## config.mk

```make
export PLATFORM = sky130hd
export DESIGN_NAME = vga_colorbar
export DESIGN_NICKNAME = d
export VERILOG_FILES = /design/src/rtl/vga_colorbar_pkg.sv /design/src/rtl/vga_timing.sv /design/src/rtl/vga_colorbar.sv
export SDC_FILE = /design/constraint.sdc
export NUM_CORES = 1
export LEC_CHECK = 0
export CORE_MARGIN = 10
export CORE_UTILIZATION = 55
export DETAILED_ROUTE_END_ITERATION = 10
export PLACE_DENSITY = 0.69
export SLEW_MARGIN = 10
export SYNTH_ARGS = -nofsm -noshare
export SYNTH_HDL_FRONTEND = slang
export SYNTH_SLANG_ARGS = --single-unit
```

## constraint.sdc

```tcl
create_clock -name sys_clk -period 4.55 [get_ports sys_clk]
set_input_delay 0.91 -clock sys_clk [delete_from_list [all_inputs] [get_ports sys_clk]]
set_output_delay 0.91 -clock sys_clk [all_outputs]
set_load 0.02 [all_outputs]
```

## src/rtl/vga_colorbar_pkg.sv

```systemverilog
// VGA colour-bar shared definitions: 640x480@60 timing, bar width,
// counter/colour types, display mode and the bar colour helper.
package vga_colorbar_pkg;

  localparam int unsigned H_SYNC   = 96;
  localparam int unsigned H_BP     = 48;
  localparam int unsigned H_ACTIVE = 640;
  localparam int unsigned H_FP     = 16;
  localparam int unsigned H_TOTAL  =
    H_SYNC + H_BP + H_ACTIVE + H_FP;

  localparam int unsigned V_SYNC   = 2;
  localparam int unsigned V_BP     = 33;
  localparam int unsigned V_ACTIVE = 480;
  localparam int unsigned V_FP     = 10;
  localparam int unsigned V_TOTAL  =
    V_SYNC + V_BP + V_ACTIVE + V_FP;

  localparam int unsigned BAR_W = 80;
  localparam int unsigned CNT_W = 10;

  typedef logic [CNT_W-1:0] cnt_t;
  typedef logic [2:0]       rgb_t;

  typedef enum logic {
    MODE_STATIC = 1'b0,
    MODE_SCROLL = 1'b1
  } mode_e;

  typedef struct packed {
    logic hs_n;
    logic vs_n;
    logic active;
    cnt_t x;
  } tim_t;

  // Colour of the bar under column x, rotated by off (mod 8).
  function automatic rgb_t bar_color(
    input cnt_t x,
    input cnt_t bar_w,
    input rgb_t off
  );
    return rgb_t'(x / bar_w) + off;
  endfunction

endpackage

```

## src/rtl/vga_timing.sv

```systemverilog
// VGA raster timing: pixel enable, h/v counters, sync levels,
// active flag, x offset. Ports: clk_i, rst_ni, frame_start_o, tim_o.
module vga_timing
  import vga_colorbar_pkg::*;
#(
  parameter int unsigned H_ACT = H_ACTIVE,
  parameter int unsigned V_ACT = V_ACTIVE
) (
  input  logic clk_i,
  input  logic rst_ni,
  output logic frame_start_o,
  output tim_t tim_o
);

  localparam cnt_t H_LAST =
    cnt_t'(H_TOTAL - H_ACTIVE + H_ACT - 1);
  localparam cnt_t V_LAST =
    cnt_t'(V_TOTAL - V_ACTIVE + V_ACT - 1);
  localparam cnt_t H_SYN = cnt_t'(H_SYNC);
  localparam cnt_t V_SYN = cnt_t'(V_SYNC);
  localparam cnt_t H_ORG = cnt_t'(H_SYNC + H_BP);
  localparam cnt_t V_ORG = cnt_t'(V_SYNC + V_BP);
  localparam cnt_t H_LEN = cnt_t'(H_ACT);
  localparam cnt_t V_LEN = cnt_t'(V_ACT);

  logic pix_en_q;
  cnt_t h_q, h_d;
  cnt_t v_q, v_d;
  cnt_t x, y;

  always_comb begin
    h_d = h_q;
    v_d = v_q;
    if (pix_en_q) begin
      if (h_q == H_LAST) begin
        h_d = '0;
        v_d = (v_q == V_LAST) ? '0 : v_q + 1'b1;
      end else begin
        h_d = h_q + 1'b1;
      end
    end
  end

  always_ff @(posedge clk_i or negedge rst_ni) begin
    if (!rst_ni) begin
      pix_en_q <= 1'b0;
      h_q      <= '0;
      v_q      <= '0;
    end else begin
      pix_en_q <= ~pix_en_q;
      h_q      <= h_d;
      v_q      <= v_d;
    end
  end

  // Before the active origin the subtraction wraps to a value far
  // above the active length, so one unsigned compare per axis
  // covers both porches (totals stay below 2**CNT_W).
  assign x = h_q - H_ORG;
  assign y = v_q - V_ORG;

  always_comb begin
    tim_o.hs_n   = (h_q >= H_SYN);
    tim_o.vs_n   = (v_q >= V_SYN);
    tim_o.active = (x < H_LEN) && (y < V_LEN);
    tim_o.x      = x;
  end

  assign frame_start_o =
    pix_en_q && (h_q == '0) && (v_q == '0);

endmodule

```

## src/rtl/vga_colorbar.sv

```systemverilog
// 8-bar VGA test pattern, static or scrolling on a 4 Hz strobe.
// Ports: sys_clk, sys_rstn, clk_4Hz, key, hsync, vsync, vga_rgb.
module vga_colorbar #(
  parameter int unsigned H_ACTIVE = vga_colorbar_pkg::H_ACTIVE,
  parameter int unsigned V_ACTIVE = vga_colorbar_pkg::V_ACTIVE,
  parameter int unsigned BAR_W    = vga_colorbar_pkg::BAR_W
) (
  input  logic       sys_clk,
  input  logic       sys_rstn,
  input  logic       clk_4Hz,
  input  logic       key,
  output logic       hsync,
  output logic       vsync,
  output logic [2:0] vga_rgb
);

  import vga_colorbar_pkg::*;

  logic [1:0] key_s_q;
  logic [1:0] tick_s_q;
  logic       key_p_q;
  logic       tick_p_q;
  logic       key_rise;
  logic       tick_rise;

  mode_e mode_q, mode_d;
  rgb_t  off_q, off_d;
  rgb_t  shd_q, shd_d;
  rgb_t  rgb_q, rgb_d;
  logic  hs_q, vs_q;

  logic  frame_start;
  tim_t  tim;

  vga_timing #(
    .H_ACT (H_ACTIVE),
    .V_ACT (V_ACTIVE)
  ) u_timing (
    .clk_i         (sys_clk),
    .rst_ni        (sys_rstn),
    .frame_start_o (frame_start),
    .tim_o         (tim)
  );

  assign key_rise  = key_s_q[1]  & ~key_p_q;
  assign tick_rise = tick_s_q[1] & ~tick_p_q;

  always_comb begin
    mode_d = mode_q;
    if (key_rise) begin
      mode_d = (mode_q == MODE_SCROLL) ?
               MODE_STATIC : MODE_SCROLL;
    end
  end

  // A strobe coinciding with a key edge sees the old mode.
  always_comb begin
    off_d = off_q;
    if (tick_rise && (mode_q == MODE_SCROLL)) begin
      off_d = off_q + 3'd1;
    end
  end

  // The displayed offset only moves at frame start.
  assign shd_d = frame_start ? off_q : shd_q;

  assign rgb_d = tim.active ?
    bar_color(tim.x, cnt_t'(BAR_W), shd_q) : '0;

  always_ff @(posedge sys_clk or negedge sys_rstn) begin
    if (!sys_rstn) begin
      key_s_q  <= '0;
      tick_s_q <= '0;
      key_p_q  <= 1'b0;
      tick_p_q <= 1'b0;
      mode_q   <= MODE_STATIC;
      off_q    <= '0;
      shd_q    <= '0;
      hs_q     <= 1'b1;
      vs_q     <= 1'b1;
      rgb_q    <= '0;
    end else begin
      key_s_q  <= {key_s_q[0], key};
      tick_s_q <= {tick_s_q[0], clk_4Hz};
      key_p_q  <= key_s_q[1];
      tick_p_q <= tick_s_q[1];
      mode_q   <= mode_d;
      off_q    <= off_d;
      shd_q    <= shd_d;
      hs_q     <= tim.hs_n;
      vs_q     <= tim.vs_n;
      rgb_q    <= rgb_d;
    end
  end

  assign hsync   = hs_q;
  assign vsync   = vs_q;
  assign vga_rgb = rgb_q;

endmodule

```

# After elaboration in Yosys (flattened, before gate mapping)

Index checks and enable logic that the tools add are counted.

Register bits after elaboration: 39
Input port bits: 4

Add/subtract/negate cells: 6
Divide/modulo/power cells: 1
Order comparisons: 4
Equal/unequal tests: 2
Muxes and demuxes: 4
Bitwise operators: 5
Reductions and logical operators: 7

Operators by type and width:

| operator                                                                              | count |
|---|---|
| 10-bit by 1-bit adder with 10-bit output (second input constant)                      | 2 |
| 10-bit == test (second input constant)                                                | 2 |
| 10-bit zero test                                                                      | 2 |
| 10-bit two-way mux                                                                    | 2 |
| 10-bit by 7-bit divider with 10-bit output (second input constant)                    | 1 |
| 10-bit by 2-bit greater-or-equal comparator with 1-bit output (second input constant) | 1 |
| 10-bit by 7-bit greater-or-equal comparator with 1-bit output (second input constant) | 1 |
| 10-bit less-than comparator (second input constant)                                   | 1 |
| 10-bit by 9-bit less-than comparator with 1-bit output (second input constant)        | 1 |
| 10-bit by 6-bit subtractor with 10-bit output (second input constant)                 | 1 |
| 10-bit by 8-bit subtractor with 10-bit output (second input constant)                 | 1 |
| 1-bit logical AND                                                                     | 4 |
| 3-bit by 1-bit adder with 3-bit output (second input constant)                        | 1 |
| 3-bit adder                                                                           | 1 |
| 3-bit two-way mux                                                                     | 1 |
| 1-bit inverter                                                                        | 3 |
| 1-bit bitwise AND                                                                     | 2 |
| 2-bit AND reduction                                                                   | 1 |
| 1-bit two-way mux                                                                     | 1 |

# Longest topological paths before layout

Gate-level depths: netlist of the first run.

Depth in word-level cells: 4
Gate-level depth with buffers: 15

# By module

From an unflattened synthesis of the first run, not the netlist that was laid out.

Cell total of the unflattened synthesis: 220
Area, all modules: 2,269.7 um^2

Modules (own cells, without submodules):

| module       | instances | cells each | area each (um^2) | sequential area each (um^2) |
|---|---|---|---|---|
| vga_timing   | 1         | 153        | 1,428.9          | 525.5 |
| vga_colorbar | 1         | 67         | 840.8            | 452.9 |

# Worst setup path before layout of the first run

No wires, ideal clock.

Path type: register to register
Start: register u_timing.h_q[4]
End: register rgb_q[2] (netlist: vga_rgb[2])
Data arrival time: 3.195 ns
Data required time: 4.477 ns
Path slack: 1.282 ns
Stages on the path, launching flop included: 16
Buffers on the path: 2
Period minus slack after synthesis: 3.268 ns
Path through: dfrtp_1 -> clkbuf_1 -> inv_1 -> ha_1 -> clkbuf_1 -> nor2b_1 -> o311a_1 -> a221oi_1 -> mux2i_1 -> o22ai_1 -> ha_1 -> inv_1 -> fa_1 -> xnor2_1 -> or3_1 -> a21oi_2

Word-level cells in the longest chain between the ends: 4
Elaborated cells on any way between the ends: 6
Classes of those cells: 2 x add/sub; 1 x div; 1 x order compare; 1 x mux; 1 x reduce/logical

Ends and longest elaborated chain:

| item                                                                                             | line                                     | RTL |
|---|---|---|
| from (decl)                                                                                      | vga_timing.sv:27                         | `cnt_t h_q, h_d;` |
| from (signal assigned)                                                                           | vga_timing.sv:47                         | `h_q <= '0;` |
| from (signal assigned)                                                                           | vga_timing.sv:51                         | `h_q <= h_d;` |
| 10-bit by 8-bit subtractor with 10-bit output *                                                  | vga_timing.sv:59                         | `assign x = h_q - H_ORG;` |
| 10-bit by 7-bit divider with 10-bit output / 10-bit less-than comparator (equally long branches) | vga_colorbar_pkg.sv:43, vga_timing.sv:65 |  |
| 3-bit adder / 1-bit logical AND (equally long branches)                                          | vga_colorbar_pkg.sv:43, vga_timing.sv:65 |  |
| 3-bit two-way mux *                                                                              | vga_colorbar.sv:67                       | `assign rgb_d = tim.active ?` |
| via rgb_d[2]                                                                                     | vga_colorbar.sv:29                       | `rgb_t rgb_q, rgb_d;` |
| to (signal assigned)                                                                             | vga_colorbar.sv:92                       | `rgb_q <= rgb_d;` |
| to (decl)                                                                                        | vga_colorbar.sv:29                       |  |

The timed path passes the listed nets; every way through them passes the cells marked *.
A chain may end at the register's enable or synchronous reset.

# Worst setup path after layout of the first run

Same ends and word-level chain as after synthesis.

==> results of run 1 <==
-- final cells by class --
cell class,count,share of cell area
Multi-Input combinational cell,177,0.4963
Sequential cell,39,0.3869
Timing Repair Buffer,8,0.02969
Clock buffer,5,0.02721
Tap cell,50,0.02474
Inverter,12,0.01781
Clock inverter,3,0.01732
-- synthesized netlist by cell type, types with 2 or more instances --
master                     count  share of area
sky130_fd_sc_hd__mux2_2        4          0.019
sky130_fd_sc_hd__nand4_1       8          0.021
sky130_fd_sc_hd__xor2_1        8          0.029
sky130_fd_sc_hd__dfrtp_1      37           0.39
sky130_fd_sc_hd__nand2_1      18          0.028
sky130_fd_sc_hd__a21oi_1       7          0.015
sky130_fd_sc_hd__nand2b_1      5          0.013
sky130_fd_sc_hd__clkbuf_8      5          0.029
sky130_fd_sc_hd__nor3_1        6          0.013
sky130_fd_sc_hd__a221oi_1      3          0.011
sky130_fd_sc_hd__nand3_1       9          0.019
sky130_fd_sc_hd__o22ai_1       5          0.013
sky130_fd_sc_hd__o311ai_0      2         0.0073
sky130_fd_sc_hd__nor4_4        2          0.018
sky130_fd_sc_hd__buf_2         4         0.0084
sky130_fd_sc_hd__mux2i_1       2         0.0084
sky130_fd_sc_hd__xnor2_1      14          0.051
sky130_fd_sc_hd__nor2_1       18          0.028
sky130_fd_sc_hd__dfstp_2       2          0.022
sky130_fd_sc_hd__and2_1        2         0.0052
sky130_fd_sc_hd__clkbuf_1      3         0.0047
sky130_fd_sc_hd__nor2b_1       4          0.010
sky130_fd_sc_hd__nor3b_1       2         0.0063
sky130_fd_sc_hd__a31oi_1       2         0.0052
sky130_fd_sc_hd__or3_1         3         0.0079
sky130_fd_sc_hd__o21ai_0      13          0.027
sky130_fd_sc_hd__ha_1         12          0.063
sky130_fd_sc_hd__inv_1        12          0.019
-- cell families after synthesis --
family                     count (synthesis)
and+or+nand+nor                           92
AOI/OAI and AO/OA                         44
DFF                                       39
buffers and inverters                     25
xor gates and xnor gates                  22
adders and majority gates                 13
muxes                                      6
-- worst reg2reg max path, delay by kind of cell, from the launching register on --
kind | cells | cell delay (ps)
adders and majority gates | 3 | 950
xor gates and xnor gates | 1 | 140
muxes | 1 | 100
and+or+nand+nor | 2 | 630
AOI/OAI and AO/OA | 4 | 740
DFF | 1 | 580
buffers and inverters | 2 | 280
-- path summary, 6_finish.rpt --
kind	startpoint	endpoint	slack, ps	cells past startpoint
max	u_timing.h_q[4]	vga_rgb[2]	1060	13
min	key_s_q[0]	key_s_q[1]	350	0
max reg2reg	u_timing.h_q[4]	vga_rgb[2]	1060	13
min reg2reg	key_s_q[0]	key_s_q[1]	350	0
max in group asynchronous	sys_rstn	u_timing.h_q[0]	3290	1
min in group asynchronous	sys_rstn	vga_rgb[2]	720	1
-- power groups by stage --
| stage | clock (mW) | combinational [mW] | sequential (mW) |
|---|---|---|---|
| 2_1_floorplan | 0 | 0.0254 | 0.387 |
| 3_3_place_gp | 0 | 0.0363 | 0.390 |
| 3_5_place_dp | 0 | 0.0383 | 0.391 |
| 4_1_cts | 0.299 | 0.0386 | 0.384 |
| 5_1_grt | 0.310 | 0.0457 | 0.389 |
| 6_report | 0.289 | 0.0368 | 0.384 |
-- through the flow --
step	power, mW	hold slack (ps)	util
final	0.7096	350.2	0.6145
after global routing	0.7450	355.0	0.6145
after CTS	0.7220	353.4	0.6145
after detailed placement	0.4297	334.7	0.5871
after global placement	0.4260	332.7	0.5871
after floorplan	0.4123	331.2	-
-- routing by layer --
layer  vias to the layer above  track usage
met2                        27       0.1974
met1                       827       0.1666
li1                        860            -
met5                         -            0
met4                         0      0.04192
met3                         5      0.03784
-- sequential cells by signal (all words and copies together) (netlist names) --
| name | cells |
|---|---|
| hsync | 1 |
| vga_rgb | 3 |
| u_timing.h_q | 10 |
| off_q | 3 |
| tick_p_q | 1 |
| shd_q | 3 |
| u_timing.v_q | 10 |
| u_timing.pix_en_q | 1 |
| vsync | 1 |
| tick_s_q | 2 |
| key_p_q | 1 |
| key_s_q | 2 |
| mode_q | 1 |
==> flow_summary.json, run 1 <==
{
  "status": "finished, final reports clean",
  "critical_path_buffers_and_inverters": 2,
  "synth_simple_gate_area_share": 0.2236,
  "max-cap-violations": 0,
  "maxSlewViolCount": 0,
  "criticalPathCategory": "reg2reg",
  "routedLengthMet1_mm": 2.057,
  "via_count": 1719,
  "antenna_left": 0,
  "hold_viol_final": 0,
  "detailedRoute.firstPassIterationCount": 4,
  "p_comb_frac": 0.052,
  "top_signal_layer_used": "met4",
  "final.period_utilization": 0.7681,
  "fin_nets": 260,
  "final_cell_mix": "sky130_fd_sc_hd__dfrtp_1 (37), sky130_fd_sc_hd__nor2_1 (18), sky130_fd_sc_hd__nand2_1 (18)",
  "leakagePower_nw": 1.100,
  "ioPinCount": 9,
  "synthAdderAreaFrac": 0.07120,
  "setup_total_negative_slack_ps": 0,
  "area_growth_pct": 5.812,
  "clock_power_share": 0.407,
  "synth-compound-area-share": 0.1225,
  "core_region_area_um2": 4115,
  "placement.cell_area_um2": 2416,
  "initial_utilization": 0.5807,
  "crit_slowest_cell": "sky130_fd_sc_hd__dfrtp_1",
  "timing_worst_slew_pin_value_ps": 855.2,
  "post_cts_hold_buffer_count": 0,
  "fmax_mhz": 286.2,
  "worstSetupEndpointType": "register",
  "nFillCells": 360,
  "synth-xor-area-share": 0.08063,
  "grt_overflow_total": 0,
  "drt_wl_total_mm": 4.313,
  "muxShareOfSynthArea": 0.02723,
  "cell_area_synth_um2": 2390,
  "die_height_um": 85.92,
  "synthFlopType": "sky130_fd_sc_hd__dfrtp_1",
  "post_cts_resized": 0,
  "cpLargestDelayFamily": "adder cells",
  "num_rows": 23,
  "timing.final.crit_period_ps": 3495,
  "main_combinational_cell_family_by_area_after_synthesis": "simple AND/OR/NAND/NOR gates",
  "place_worst_setup_slack_ps": 1057,
  "cts_post_setup_buffers_inserted": 0,
  "drcViolationCount": 0,
  "grt_pass1_vias": 1741,
  "async_flop_share": 1.000,
  "synth_cell_type_count": 57,
  "power_per_cell_area_nw_per_um2": 280.6,
  "wire_length_of_the_first_global_routing_pass_mm": 7.990,
  "hp-class": "reg2reg",
  "number_of_antenna_violations_at_the_first_check_in_global_routing": 0,
  "buffer_ports.inserted": 8,
  "timing.max_slew.rel_slack": 0.4299,
  "cp_max_fo": 15,
  "design.die.area_um2": 7381,
  "synth_edf_count": 0,
  "peakVddDrop_mv": 0.1958,
  "seq_power_share": 0.541,
  "power_switching_share": 0.2222,
  "finalWeightedCongestion": 0.8167,
  "internal_power_mw": 0.5519,
  "viasPerCell": 5.847,
  "synthCells": 241,
  "critical_path.cell_chain": "inv_1, ha_1, and3b_1, o311a_1, a221oi_1, mux2i_1, o22ai_1, ha_1, inv_1, fa_1, xnor2_1, or3_1, a21oi_2",
  "data_required_time_at_the_worst_endpoint_ps": 4780,
  "switchingPower_mw": 0.1577,
  "placed_cell_count": 286,
  "tritoncts.num_buffers": 5,
  "gr-usage-all-layers": 0.1280,
  "multiInputGateArea_um2": 1255,
  "drt-initial-drc-count": 142,
  "final_cells": 294,
  "detailroute.wirelength.met2_mm": 1.987,
  "met3WireLength_um": 215,
  "mostFrequentLayoutCell": "sky130_fd_sc_hd__dfrtp_1",
  "setup_viol": 0,
  "critical_path_arrival_ps": 3720,
  "max-clock-path-buffers": 2,
  "seqCellArea_um2": 978.4,
  "clkTransAtPathRegs_ps": 80,
  "rsz0062_at_grt": "no",
  "antenna_cells_inserted": 0,
  "detailedPlacementHpwl_mm": 3.011,
  "tritoncts": "built",
  "die-width_um": 85.92,
  "clock_skew_ps": 8.146,
  "drive_above_1_share": 0.1025,
  "h-tree-depth": 2,
  "crit_path_max_incr_delay_ps": 580,
  "cts.root.buffer_cell": "sky130_fd_sc_hd__clkbuf_8",
  "syn_nets": 258,
  "post_route_standard_cell_area_excluding_fillers_um2": 2529,
  "setup_ws_ps": 1055,
  "pin_count_of_the_biggest_net_entering_global_routing": 40,
  "cts.sinks": 39,
  "crit_path_start_kind": "register",
  "wire_per_inst_um": 14.67,
  "postSynthRegisterBits": 39,
  "insertion_delay_ps": 290,
  "syn_area_per_cell_um2": 9.916,
  "synth.yosys.seq_area_share": 0.4094,
  "yosysWarnings": 0
}
Note: power is estimated with default switching activity, not from simulation.
==> inputs of run 2 (changes only) <==
--- a/config.mk
+++ b/config.mk
@@ -8,7 +8,7 @@
 export CORE_MARGIN = 10
 export CORE_UTILIZATION = 55
 export DETAILED_ROUTE_END_ITERATION = 10
-export PLACE_DENSITY = 0.69
+export PLACE_DENSITY = 0.72
 export SLEW_MARGIN = 10
 export SYNTH_ARGS = -nofsm -noshare
 export SYNTH_HDL_FRONTEND = slang
==> constraint.sdc (replaced) <==
create_clock -name sys_clk -period 2.9 [get_ports sys_clk]
set_input_delay 0.58 -clock sys_clk [delete_from_list [all_inputs] [get_ports sys_clk]]
set_output_delay 0.58 -clock sys_clk [all_outputs]
set_load 0.02 [all_outputs]
==> flow_summary.json, run 2 (synthesis results as in run 1) <==
{
  "status": "finished, final reports clean",
  "critical_path_buffers_and_inverters": 2,
  "insertion_delay_ps": 290,
  "viasPerCell": 5.772,
  "rsz0062_at_grt": "yes",
  "h-tree-depth": 2,
  "cts_post_setup_buffers_inserted": 0,
  "hold_startpoint": "tick_s_q[0]",
  "grt_overflow_total": 0,
  "timing_worst_slew_pin_value_ps": 832.5,
  "critical_path.cell_chain": "buf_4, or4_4, o21ai_2, a22oi_1, o22ai_1, ha_1, inv_1, fa_2, xnor2_1, or3_1, a21oi_2",
  "end_point_of_the_most_critical_hold_path": "tick_s_q[1]",
  "worst-r2r-setup-slack_ps": 160,
  "power_per_cell_area_nw_per_um2": 420.2,
  "detailedRoute.firstPassIterationCount": 4,
  "timing.final.crit_period_ps": 2740,
  "cpLargestDelayFamily": "simple AND/OR/NAND/NOR gates",
  "routedLengthMet1_mm": 2.055,
  "hp-class": "reg2reg",
  "place_worst_setup_slack_ps": 39.51,
  "tritoncts.num_buffers": 5,
  "grt_pass1_vias": 1690,
  "number_of_antenna_violations_at_the_first_check_in_global_routing": 0,
  "multiInputGateArea_um2": 1280,
  "worstSetupEndpointType": "register",
  "die-width_um": 85.92,
  "mostFrequentLayoutCell": "sky130_fd_sc_hd__dfrtp_1",
  "num_rows": 23,
  "design.die.area_um2": 7381,
  "finalPower_mw": 1.122,
  "fmax_mhz": 365.0,
  "nFillCells": 340,
  "drive_above_1_share": 0.1712,
  "regToRegEndpoint": "vga_rgb[2]",
  "clock_skew_ps": 5.825,
  "crit_path_start_kind": "register",
  "biggestRegsByFlops": "u_timing.h_q x10, u_timing.v_q x10",
  "reg2reg_depth": 11,
  "worstReg2RegStart": "u_timing.h_q[5]",
  "setup_total_negative_slack_ps": 0,
  "antenna_left": 0,
  "initial_utilization": 0.5807,
  "drt-initial-drc-count": 116,
  "top_signal_layer_used": "met4",
  "core_region_area_um2": 4115,
  "setup_viol": 0,
  "setup_ws_ps": 160.4,
  "crit_slowest_cell": "sky130_fd_sc_hd__or4_4",
  "pin_count_of_the_biggest_net_entering_global_routing": 40,
  "buffer_ports.inserted": 8,
  "detailedPlacementHpwl_mm": 3.138,
  "wire_length_of_the_first_global_routing_pass_mm": 7.638,
  "leakagePower_nw": 1.173,
  "placed_cell_count": 299,
  "seqCellArea_um2": 978.4,
  "clkTransAtPathRegs_ps": 80,
  "antenna_cells_inserted": 0,
  "worstHoldPathCells": 0,
  "die_height_um": 85.92,
  "final.period_utilization": 0.9447,
  "criticalPathCategory": "reg2reg",
  "maxSlewViolCount": 0,
  "crit_path_max_incr_delay_ps": 490,
  "finalWeightedCongestion": 0.8153,
  "critical_path_arrival_ps": 2970,
  "wire_per_inst_um": 14.27,
  "drt_wl_total_mm": 4.382,
  "detailroute.wirelength.met2_mm": 2.078,
  "peakVddDrop_mv": 0.2984,
  "final_cell_mix": "sky130_fd_sc_hd__dfrtp_1 (37), sky130_fd_sc_hd__nor2_1 (18), sky130_fd_sc_hd__nand2_1 (18)",
  "via_count": 1772,
  "met3WireLength_um": 175,
  "worst_hold_margin_ps": 352.5,
  "timing.max_slew.rel_slack": 0.4450,
  "cp_max_fo": 11,
  "max-cap-violations": 0,
  "area_growth_pct": 11.73,
  "data_required_time_at_the_worst_endpoint_ps": 3130,
  "final_cells": 307,
  "cts.root.buffer_cell": "sky130_fd_sc_hd__clkbuf_8",
  "fin_nets": 273,
  "tritoncts": "built",
  "hold_viol_final": 0,
  "drcViolationCount": 0,
  "max-clock-path-buffers": 2,
  "gr-usage-all-layers": 0.1251,
  "ioPinCount": 9,
  "cts.sinks": 39
}
-- run 2: per-stage QoR --
step / cell area (µm²) / utilization
3_5_place_dp: 2541 / 0.6175
4_1_cts: 2658 / 0.6458
6_report: 2670 / 0.6488
5_1_grt: 2670 / 0.6488
2_1_floorplan: 2425 / -
3_3_place_gp: 2541 / 0.6175
-- run 2: worst register-to-register path, delay by kind of cell (launching register included) --
family / cells / cell delay (ps)
AO/OA/AOI/OAI: 4 / 620
XOR/XNOR: 1 / 140
adder cells (fa/ha/maj): 2 / 490
buffers and inverters: 2 / 230
flip-flops: 1 / 390
AND/OR/NAND/NOR: 2 / 810
-- run 2: power breakdown --
group	switching, mW	internal (mW)
registers	0.0270	0.577
clock network	0.201	0.261
logic	0.0244	0.0323
total	0.252	0.870
-- run 2: repair_timing --
| item | CTS | global route |
|---|---|---|
| setup endpoints to repair | 0 | 1 |
| hold buffers | 0 | 0 |
| resized for setup | 0 | 4 |
-- run 2: layout make-up --
class | instances | share of cell area
flip-flops and latches | 39 | 0.3664
multi-input cells | 177 | 0.4794
well taps | 50 | 0.02343
clock buffers | 5 | 0.02577
inverters | 12 | 0.01781
clock inverters | 3 | 0.01781
repair buffers | 21 | 0.06935
-- run 2: worst max-delay path by stage --
| stage | start | to | depth (start not counted) |
|---|---|---|---|
| after floorplan | u_timing.h_q[4] | vga_rgb[2] | 15 |
| after global placement | u_timing.h_q[5] | vga_rgb[2] | 11 |
| after detailed placement | u_timing.h_q[5] | vga_rgb[2] | 11 |
| after CTS | u_timing.h_q[5] | vga_rgb[2] | 11 |
| after global routing | u_timing.h_q[4] | vga_rgb[2] | 13 |
| final | u_timing.h_q[5] | vga_rgb[2] | 11 |
-- run 2: per-layer routing --
layer / up-vias / GRT usage
met4: 0 / 0.04790
li1: 889 / -
met1: 847 / 0.1555
met2: 28 / 0.2015
met3: 8 / 0.03311
met5: - / 0
==> inputs of run 3 (changes only) <==
--- a/config.mk
+++ b/config.mk
@@ -8,7 +8,7 @@
 export CORE_MARGIN = 10
 export CORE_UTILIZATION = 55
 export DETAILED_ROUTE_END_ITERATION = 10
-export PLACE_DENSITY = 0.72
+export PLACE_DENSITY = 0.83
 export SLEW_MARGIN = 10
 export SYNTH_ARGS = -nofsm -noshare
 export SYNTH_HDL_FRONTEND = slang
==> flow_summary.json, run 3 (synthesis results as in run 1) <==
{
  "status": "finished, final reports clean",
  "area_growth_pct": 11.62,
  "die_height_um": 85.92,
  "cts.sinks": 39,
  "cts_post_setup_buffers_inserted": 0,
  "final.period_utilization": 0.9528,
  "mostFrequentLayoutCell": "sky130_fd_sc_hd__dfrtp_1",
  "final_cell_mix": "sky130_fd_sc_hd__dfrtp_1 (37), sky130_fd_sc_hd__nor2_1 (18), sky130_fd_sc_hd__nand2_1 (18)",
  "worstSetupEndpointType": "register",
  "design.die.area_um2": 7381,
  "clkTransAtPathRegs_ps": 80,
  "viasPerCell": 5.802,
  "cp_max_fo": 8,
  "data_required_time_at_the_worst_endpoint_ps": 3130,
  "hp-class": "reg2reg",
  "finalPower_mw": 1.029,
  "final_cells": 308,
  "peakVddDrop_mv": 0.3369,
  "antenna_cells_inserted": 0,
  "multiInputGateArea_um2": 1310,
  "drcViolationCount": 0,
  "wire_per_inst_um": 15.16,
  "number_of_antenna_violations_at_the_first_check_in_global_routing": 0,
  "grt_overflow_total": 0,
  "die-width_um": 85.92,
  "h-tree-depth": 2,
  "ioPinCount": 9,
  "fmax_mhz": 361.9,
  "crit_path_start_kind": "register",
  "cts.root.buffer_cell": "sky130_fd_sc_hd__clkbuf_8",
  "biggestRegsByFlops": "u_timing.h_q x10, u_timing.v_q x10",
  "tritoncts.num_buffers": 5,
  "buffer_ports.inserted": 8,
  "nFillCells": 347,
  "power_per_cell_area_nw_per_um2": 385.8,
  "drive_above_1_share": 0.1938,
  "gr-usage-all-layers": 0.1341,
  "drt-initial-drc-count": 155,
  "max-clock-path-buffers": 2,
  "num_rows": 23,
  "post_cts_hold_buffer_count": 0,
  "seqCellArea_um2": 978.4,
  "finalWeightedCongestion": 0.8827,
  "setup_total_negative_slack_ps": 0,
  "core_region_area_um2": 4115,
  "drt_wl_total_mm": 4.669,
  "timing_worst_slew_pin_value_ps": 856.4,
  "worst_hold_margin_ps": 345.8,
  "via_count": 1787,
  "placed_cell_count": 300,
  "detailedRoute.firstPassIterationCount": 4,
  "antenna_left": 0,
  "max-cap-violations": 0,
  "setup_viol": 0,
  "clock_skew_ps": 5.355,
  "critical_path_arrival_ps": 2990,
  "wire_length_of_the_first_global_routing_pass_mm": 8.073,
  "tritoncts": "built",
  "rsz0062_at_grt": "no",
  "fin_nets": 274,
  "pin_count_of_the_biggest_net_entering_global_routing": 40,
  "grt_pass1_vias": 1732,
  "insertion_delay_ps": 290,
  "maxSlewViolCount": 0,
  "timing.final.crit_period_ps": 2763,
  "hold_viol_final": 0,
  "criticalPathCategory": "reg2reg",
  "timing.max_slew.rel_slack": 0.4290,
  "leakagePower_nw": 1.159,
  "detailedPlacementHpwl_mm": 3.411,
  "initial_utilization": 0.5807
}
run 3: path summary, 6_finish.rpt:
path | from | to | slack [ps] | cells past startpoint
max | u_timing.h_q[4] | vga_rgb[2] | 140 | 13
min | tick_s_q[0] | tick_s_q[1] | 350 | 0
max reg2reg | u_timing.h_q[4] | vga_rgb[2] | 140 | 13
min reg2reg | tick_s_q[0] | tick_s_q[1] | 350 | 0
max in group asynchronous | sys_rstn | u_timing.h_q[3] | 1970 | 1
min in group asynchronous | sys_rstn | key_s_q[0] | 400 | 1
run 3: final cells by class:
class | instances | share of cell area
tap | 50 | 0.02345
sequential | 39 | 0.3668
clock buffer | 5 | 0.02580
inverter | 12 | 0.01782
timing repair buffer | 22 | 0.06754
multi-input combinational | 177 | 0.4911
clock inverter | 3 | 0.007505
run 3: repair_timing:
item,in CTS,in global routing
resized for setup,0,11
endpoints found under the setup margin,0,1
hold endpoints to repair,0,0
run 3: metrics by stage:
step / cell area, µm² / util / setup WS (ps)
3_5_place_dp: 2536 / 0.6163 / 29.44
3_3_place_gp: 2536 / 0.6163 / 93.21
4_1_cts: 2625 / 0.6379 / 11.82
6_report: 2668 / 0.6482 / 136.9
2_1_floorplan: 2425 / - / 1.975
5_1_grt: 2668 / 0.6482 / 28.27
run 3: layer usage:
layer  share of wire  GRT usage  up-vias
met5               0          0        -
met4           0.021    0.05988        0
met3           0.036    0.04068        9
met2            0.48     0.2082       39
met1            0.46     0.1669      850
li1                -          -      889
run 3: where the power goes:
group	total, mW	internal [mW]	leakage [nW]	switching [mW]
combinational	0.0611	0.0332	0.618	0.0279
sequential	0.606	0.577	0.501	0.0294
clock	0.362	0.167	0.0402	0.194
run 3: worst max-delay path, stage by stage, from the launching register on:
cell	delay (ps)
sky130_fd_sc_hd__dfrtp_1	400
sky130_fd_sc_hd__inv_4	50
sky130_fd_sc_hd__ha_4	180
sky130_fd_sc_hd__and3b_1	180
sky130_fd_sc_hd__o311a_1	330
sky130_fd_sc_hd__a221oi_2	180
sky130_fd_sc_hd__mux2i_1	100
sky130_fd_sc_hd__o22ai_1	150
sky130_fd_sc_hd__ha_2	180
sky130_fd_sc_hd__inv_1	40
sky130_fd_sc_hd__fa_2	330
sky130_fd_sc_hd__xnor2_1	140
sky130_fd_sc_hd__or3_1	320
sky130_fd_sc_hd__a21oi_2	120
